[src/rtl/warp_scheduler_pkg.sv]
// ============================================================================
//  Module      : warp_scheduler_pkg
//  Description : Shared types for the warp scheduler. Defines the pipeline
//                stage broadcast to the register files, the scheduler's
//                internal state encoding, and helpers that map one to the
//                other.
//  Revision    : 1.0 - initial release
// ============================================================================
`default_nettype none

`ifndef DATA_WIDTH
`define DATA_WIDTH 32
`endif

package warp_scheduler_pkg;

    localparam int DATA_W = `DATA_WIDTH;

    typedef logic [DATA_W-1:0] data_t;

    // Stage seen by every register file instance.
    typedef enum logic [2:0] {
        WARP_IDLE    = 3'd0,
        WARP_FETCH   = 3'd1,
        WARP_DECODE  = 3'd2,
        WARP_REQUEST = 3'd3,
        WARP_WAIT    = 3'd4,
        WARP_EXECUTE = 3'd5,
        WARP_UPDATE  = 3'd6,
        WARP_DONE    = 3'd7
    } warp_state_t;

    // Scheduler FSM; SELECT has no register-file counterpart.
    typedef enum logic [3:0] {
        S_IDLE    = 4'd0,
        S_FETCH   = 4'd1,
        S_DECODE  = 4'd2,
        S_REQUEST = 4'd3,
        S_WAIT    = 4'd4,
        S_EXECUTE = 4'd5,
        S_UPDATE  = 4'd6,
        S_SELECT  = 4'd7,
        S_DONE    = 4'd8
    } sched_state_t;

    function automatic warp_state_t stage_of(input sched_state_t s);
        case (s)
            S_FETCH:   return WARP_FETCH;
            S_DECODE:  return WARP_DECODE;
            S_REQUEST: return WARP_REQUEST;
            S_WAIT:    return WARP_WAIT;
            S_EXECUTE: return WARP_EXECUTE;
            S_UPDATE:  return WARP_UPDATE;
            S_DONE:    return WARP_DONE;
            default:   return WARP_IDLE;
        endcase
    endfunction

    // True in the stages where the current warp's register file is enabled.
    function automatic logic stage_has_warp(input sched_state_t s);
        return (s == S_FETCH)   || (s == S_DECODE)  || (s == S_REQUEST) ||
               (s == S_WAIT)    || (s == S_EXECUTE) || (s == S_UPDATE);
    endfunction

endpackage

`default_nettype wire

[src/rtl/warp_scheduler_rr_picker.sv]
// ============================================================================
//  Module      : warp_scheduler_rr_picker
//  Description : Combinational round-robin picker. Returns the runnable warp
//                closest after cur_i (wrapping), with cur_i itself last.
//  Ports       : runnable_i - runnable mask, one bit per warp
//                cur_i      - warp that just finished an instruction
//                idx_o      - selected warp index
//                found_o    - 1 when any warp is runnable
//  Revision    : 1.0 - initial release
// ============================================================================
`default_nettype none

module warp_scheduler_rr_picker
    import warp_scheduler_pkg::*;
#(
    parameter int WARPS_PER_CORE = 4,
    parameter int IDX_W          = 2
) (
    input  logic [WARPS_PER_CORE-1:0] runnable_i,
    input  logic [IDX_W-1:0]          cur_i,
    output logic [IDX_W-1:0]          idx_o,
    output logic                      found_o
);

    logic [IDX_W-1:0] cand;

    // Walk from the farthest distance to the nearest so the nearest runnable
    // candidate is the last one written and therefore wins.
    always_comb begin
        idx_o   = '0;
        found_o = 1'b0;
        cand    = '0;
        for (int d = WARPS_PER_CORE; d >= 1; d--) begin
            cand = IDX_W'((int'(cur_i) + d) % WARPS_PER_CORE);
            if (runnable_i[cand]) begin
                idx_o   = cand;
                found_o = 1'b1;
            end
        end
    end

endmodule

`default_nettype wire

[src/rtl/warp_scheduler.sv]
// ============================================================================
//  Module      : warp_scheduler
//  Description : Single-issue warp scheduler. Steps the current warp through
//                FETCH/DECODE/REQUEST/(WAIT)/EXECUTE/UPDATE, then picks the
//                next runnable warp round-robin. Signals done once every
//                launched warp has halted.
//  Ports       : clk, reset (sync, active-low)
//                start, active_warps       - launch control
//                fetch_req/fetch_pc/fetch_valid - fetcher handshake
//                decoded_halt, decoded_mem_access - decoder results
//                lsu_req/lsu_done          - LSU handshake
//                next_pc                   - PC written back in UPDATE
//                warp_enable, cur_warp, warp_state - register file controls
//                done                      - all launched warps halted
//  Revision    : 1.0 - initial release
// ============================================================================
`default_nettype none

module warp_scheduler
    import warp_scheduler_pkg::*;
#(
    parameter int WARPS_PER_CORE = 4,
    parameter int DATA_WIDTH     = `DATA_WIDTH
) (
    input  logic                                  clk,
    input  logic                                  reset,
    input  logic                                  start,
    input  logic [$clog2(WARPS_PER_CORE+1)-1:0]   active_warps,
    output logic                                  fetch_req,
    output logic [DATA_WIDTH-1:0]                 fetch_pc,
    input  logic                                  fetch_valid,
    input  logic                                  decoded_halt,
    input  logic                                  decoded_mem_access,
    output logic                                  lsu_req,
    input  logic                                  lsu_done,
    input  logic [DATA_WIDTH-1:0]                 next_pc,
    output logic [WARPS_PER_CORE-1:0]             warp_enable,
    output logic [$clog2(WARPS_PER_CORE)-1:0]     cur_warp,
    output warp_state_t                           warp_state,
    output logic                                  done
);

    localparam int IDX_W = $clog2(WARPS_PER_CORE);
    localparam int CNT_W = $clog2(WARPS_PER_CORE+1);

    sched_state_t              state_q, state_d;
    logic [IDX_W-1:0]          cur_warp_q, cur_warp_d;
    logic [WARPS_PER_CORE-1:0] runnable_q, runnable_d;
    logic [DATA_WIDTH-1:0]     pc_q [WARPS_PER_CORE];

    logic                      fetch_req_q;
    logic [DATA_WIDTH-1:0]     fetch_pc_q;
    logic                      lsu_req_q;
    logic [WARPS_PER_CORE-1:0] warp_enable_q;
    warp_state_t               warp_state_q;
    logic                      done_q;

    logic [WARPS_PER_CORE-1:0] launch_mask;
    logic [IDX_W-1:0]          pick_idx;
    logic                      pick_found;

    // Bit i set when i < active_warps; requests above WARPS_PER_CORE clamp
    // naturally because every bit is then set.
    always_comb begin
        launch_mask = '0;
        for (int i = 0; i < WARPS_PER_CORE; i++) begin
            launch_mask[i] = (CNT_W'(i) < active_warps);
        end
    end

    warp_scheduler_rr_picker #(
        .WARPS_PER_CORE (WARPS_PER_CORE),
        .IDX_W          (IDX_W)
    ) u_picker (
        .runnable_i (runnable_q),
        .cur_i      (cur_warp_q),
        .idx_o      (pick_idx),
        .found_o    (pick_found)
    );

    always_comb begin
        state_d    = state_q;
        cur_warp_d = cur_warp_q;
        runnable_d = runnable_q;
        case (state_q)
            S_IDLE, S_DONE: begin
                if (start) begin
                    if (|launch_mask) begin
                        runnable_d = launch_mask;
                        cur_warp_d = '0;
                        state_d    = S_FETCH;
                    end else begin
                        state_d    = S_DONE;
                    end
                end
            end
            S_FETCH:   if (fetch_valid) state_d = S_DECODE;
            S_DECODE: begin
                if (decoded_halt) begin
                    runnable_d[cur_warp_q] = 1'b0;
                    state_d                = S_SELECT;
                end else begin
                    state_d                = S_REQUEST;
                end
            end
            S_REQUEST: state_d = decoded_mem_access ? S_WAIT : S_EXECUTE;
            S_WAIT:    if (lsu_done) state_d = S_EXECUTE;
            S_EXECUTE: state_d = S_UPDATE;
            S_UPDATE:  state_d = S_SELECT;
            S_SELECT: begin
                if (pick_found) begin
                    cur_warp_d = pick_idx;
                    state_d    = S_FETCH;
                end else begin
                    state_d    = S_DONE;
                end
            end
            default:   state_d = S_IDLE;
        endcase
    end

    // Outputs are computed from the next state so they are flops that line
    // up with state_q.
    always_ff @(posedge clk) begin
        if (!reset) begin
            state_q       <= S_IDLE;
            cur_warp_q    <= '0;
            runnable_q    <= '0;
            for (int i = 0; i < WARPS_PER_CORE; i++) begin
                pc_q[i] <= '0;
            end
            fetch_req_q   <= 1'b0;
            fetch_pc_q    <= '0;
            lsu_req_q     <= 1'b0;
            warp_enable_q <= '0;
            warp_state_q  <= WARP_IDLE;
            done_q        <= 1'b0;
        end else begin
            state_q       <= state_d;
            cur_warp_q    <= cur_warp_d;
            runnable_q    <= runnable_d;
            if (state_q == S_UPDATE) begin
                pc_q[cur_warp_q] <= next_pc;
            end
            fetch_req_q   <= (state_d == S_FETCH);
            fetch_pc_q    <= pc_q[cur_warp_d];
            lsu_req_q     <= (state_d == S_WAIT);
            warp_enable_q <= stage_has_warp(state_d)
                             ? (WARPS_PER_CORE'(1) << cur_warp_d) : '0;
            warp_state_q  <= stage_of(state_d);
            done_q        <= (state_d == S_DONE);
        end
    end

    assign fetch_req   = fetch_req_q;
    assign fetch_pc    = fetch_pc_q;
    assign lsu_req     = lsu_req_q;
    assign warp_enable = warp_enable_q;
    assign cur_warp    = cur_warp_q;
    assign warp_state  = warp_state_q;
    assign done        = done_q;

endmodule

`default_nettype wire

[config.mk]
export PLATFORM = sky130hd
export DESIGN_NAME = warp_scheduler
export DESIGN_NICKNAME = d
export VERILOG_FILES = /design/src/rtl/warp_scheduler_pkg.sv /design/src/rtl/warp_scheduler_rr_picker.sv /design/src/rtl/warp_scheduler.sv
export SDC_FILE = /design/constraint.sdc
export NUM_CORES = 1
export LEC_CHECK = 0
export ABC_AREA = 1
export ABC_CLOCK_PERIOD_IN_PS = 8400
export CAP_MARGIN = 10
export CORE_ASPECT_RATIO = 0.5
export CORE_MARGIN = 2
export CORE_UTILIZATION = 60
export CTS_CLUSTER_DIAMETER = 100
export DETAILED_ROUTE_END_ITERATION = 10
export GPL_TIMING_DRIVEN = 0
export MAX_ROUTING_LAYER = met4
export PLACE_DENSITY = 0.84
export SYNTH_ARGS = -nofsm -noshare
export SYNTH_HDL_FRONTEND = slang
export SYNTH_HIERARCHICAL = 1
export SYNTH_SLANG_ARGS = --single-unit
[constraint.sdc]
create_clock -name clk -period 8.4 [get_ports clk]
set_input_delay 0.84 -clock clk [delete_from_list [all_inputs] [get_ports clk]]
set_output_delay 0.84 -clock clk [all_outputs]
set_load 0.01 [all_outputs]
==> results.json <==
{
  "status": "complete, but fails checks",
  "violations": "design-rule violations",
  "clkLatencyLatePin_ns": 0.43,
  "drive_gt1_frac": 0.101,
  "port_buffers": 85,
  "crit_fanout": 10,
  "fin_ws_ns": 5.77,
  "p_leak_nw": 4.21,
  "cp_data_arrival_time_ns": 2.91,
  "h-tree-depth": 4,
  "hold_class": "reg -> reg",
  "synth_area_um2": 7940,
  "synth_fp_nets": 875,
  "route.detailed.drc": 1,
  "synthCells": 833,
  "post-route-period-util": 0.314,
  "cp.required_ns": 8.68,
  "setup_violations": 0,
  "dr.pass1.iters": 9,
  "async_reset_ff_frac": 0,
  "cts_resized": 0,
  "drt_iter0_drc": 704,
  "synth-seq-cells": 180,
  "diodes": 0,
  "routed_wl_um": 18800,
  "start_util": 0.620,
  "power_mw": 1.91,
  "num_io_pins": 86,
  "maxCapViolations": 0,
  "antenna_found_initial": 0,
  "critPathCaptureType": "register",
  "yosysMostFrequentCell": "nand2_1",
  "clockBufferDepth": 2,
  "yosysWarnings": 6,
  "worstSetupPathType": "in -> reg",
  "skew_ns": 0.00788,
  "maxSlewHeadroom": 0.549,
  "detail-route-antenna-nets": 0,
  "max_slew.worst_pin.slew_ns": 0.677,
  "irDropWorstVdd_uv": 153,
  "coreArea_um2": 12800,
  "synth_area_leaders": "edfxtp_1 48%, dfxtp_1 13%, nand2_1 8.0%",
  "clock_sinks": 180,
  "die_area_um2": 14200,
  "areaGrowthSynthToFinish_pct": 22.1,
  "seq_area_frac_synth": 0.615,
  "ys_types": 34,
  "fin_nets": 984,
  "synth_edf_count": 128,
  "cts_buffers": 17,
  "fp.dieH_um": 85.4,
  "die_w_um": 167,
  "pre_cts_ws_ns": 5.39,
  "grt_max_degree": 27,
  "place.gp.congestion": 0.869,
  "overflow": 0,
  "track_usage": 0.282,
  "via_per_inst": 5.35,
  "finalHoldWorstSlack_ns": 0.497,
  "synth_top_area_frac": 0.484,
  "cts_tree": "yes",
  "power_density_nw_per_um2": 197,
  "num_vias": 6022,
  "synth_ff_type": "edfxtp_1",
  "avgSynthCellArea_um2": 9.53,
  "rsz0062_at_grt": "no",
  "yosys.area.top_type": "edfxtp_1",
  "cts_root_buffer": "clkbuf_16",
  "clkSlewWorstSetupHoldPaths_ns": 0.07,
  "final-hold-violation-count": 0,
  "fin_crit_ns": 2.63,
  "setup.worst_path.start_class": "input port",
  "fin_setup_tns_ns": 0,
  "post_drt_wl_per_cell_um": 16.7,
  "grt_pass1_vias": 5868,
  "synth_common_cells": "170 x nand2_1, 137 x inv_1, 128 x edfxtp_1",
  "cts_hold_buf": 0,
  "grt_pass1_wl_um": 29600,
  "final_max_slew_viol_count": 0,
  "fmax_mhz": 380,
  "dp_hpwl_um": 12300,
  "postCtsSetupBuffers": 0,
  "row_count": 29
}
[final timing paths]
path	slack (ns)	endpoint	from	cells past startpoint
worst max-delay path	5.77	pc_q[0][4]$_SDFFCE_PN0P_	reset	6
worst min-delay path	0.50	runnable_q[1]$_SDFFE_PN0P_	runnable_q[1]$_SDFFE_PN0P_	2
worst max register to register	5.87	fetch_pc[16]$_SDFF_PN0_	cur_warp[0]$_SDFF_PN0_	12
worst min register to register	0.50	runnable_q[1]$_SDFFE_PN0P_	runnable_q[1]$_SDFFE_PN0P_	2
[through the flow]
step | instance area [µm²] | instances | utilization
after floorplan | 7940 | 833 | -
after global placement | 9000 | 1088 | 0.703
after detailed placement | 9140 | 1093 | 0.714
after CTS | 9700 | 1125 | 0.757
after global routing | 9700 | 1125 | 0.757
final | 9700 | 1125 | 0.757
[cell type report]
class | instances | area [µm²]
fillers | 806 | 3110
flip-flops and latches | 180 | 4880
well taps | 170 | 213
multi-input cells | 473 | 2320
inverters | 144 | 551
clock buffers | 18 | 429
clock inverters | 14 | 124
plain buffers | 36 | 233
repair buffers | 90 | 941
[metal layers]
layer	wire length (µm)	global-route usage	vias up
met2	8930	0.458	325
li1	-	-	2869
met5	0	-	-
met3	1750	0.0639	44
met1	7700	0.355	2784
met4	410	0.101	0
[state kept, by name, summed over array words and instances, names as in the netlist]
| signal | cells |
|---|---|
| pc_q | 128 |
| fetch_pc | 32 |
| runnable_q | 4 |
| state_q | 4 |
| warp_enable | 4 |
| warp_state | 3 |
| cur_warp | 2 |
| done | 1 |
| fetch_req | 1 |
| lsu_req | 1 |
[layout by cell type (no fill, tap or decap), types with 9 or more instances in the layout]
cell type,n
buf_6,9
a21oi_1,18
nand3_1,72
clkbuf_1,13
nor2_1,123
clkdlybuf4s50_1,85
clkbuf_16,17
dfxtp_1,52
or2_1,20
o211ai_1,9
nand3b_1,15
inv_1,137
o211ai_2,10
edfxtp_1,128
nand2_1,170
[critical path: stages]
cell	delay, ns
clkdlybuf4s50_1	0.86
inv_2	0.29
nor2_2	0.34
buf_4	0.26
nand2_1	0.16
nor2_1	0.15
[power breakdown]
part           total (mW)  internal [mW]  switching (mW)
clock               0.762          0.412           0.351
sequential          0.996          0.983          0.0129
combinational       0.152         0.0666          0.0851
[kinds of logic after synthesis]
logic type	synth area share
buffers and inverters	0.0986
flip-flops	0.615
AND/OR/NAND/NOR	0.241
AO/OA/AOI/OAI	0.0457
No activity file was read; power rests on OpenSTA's default activity.
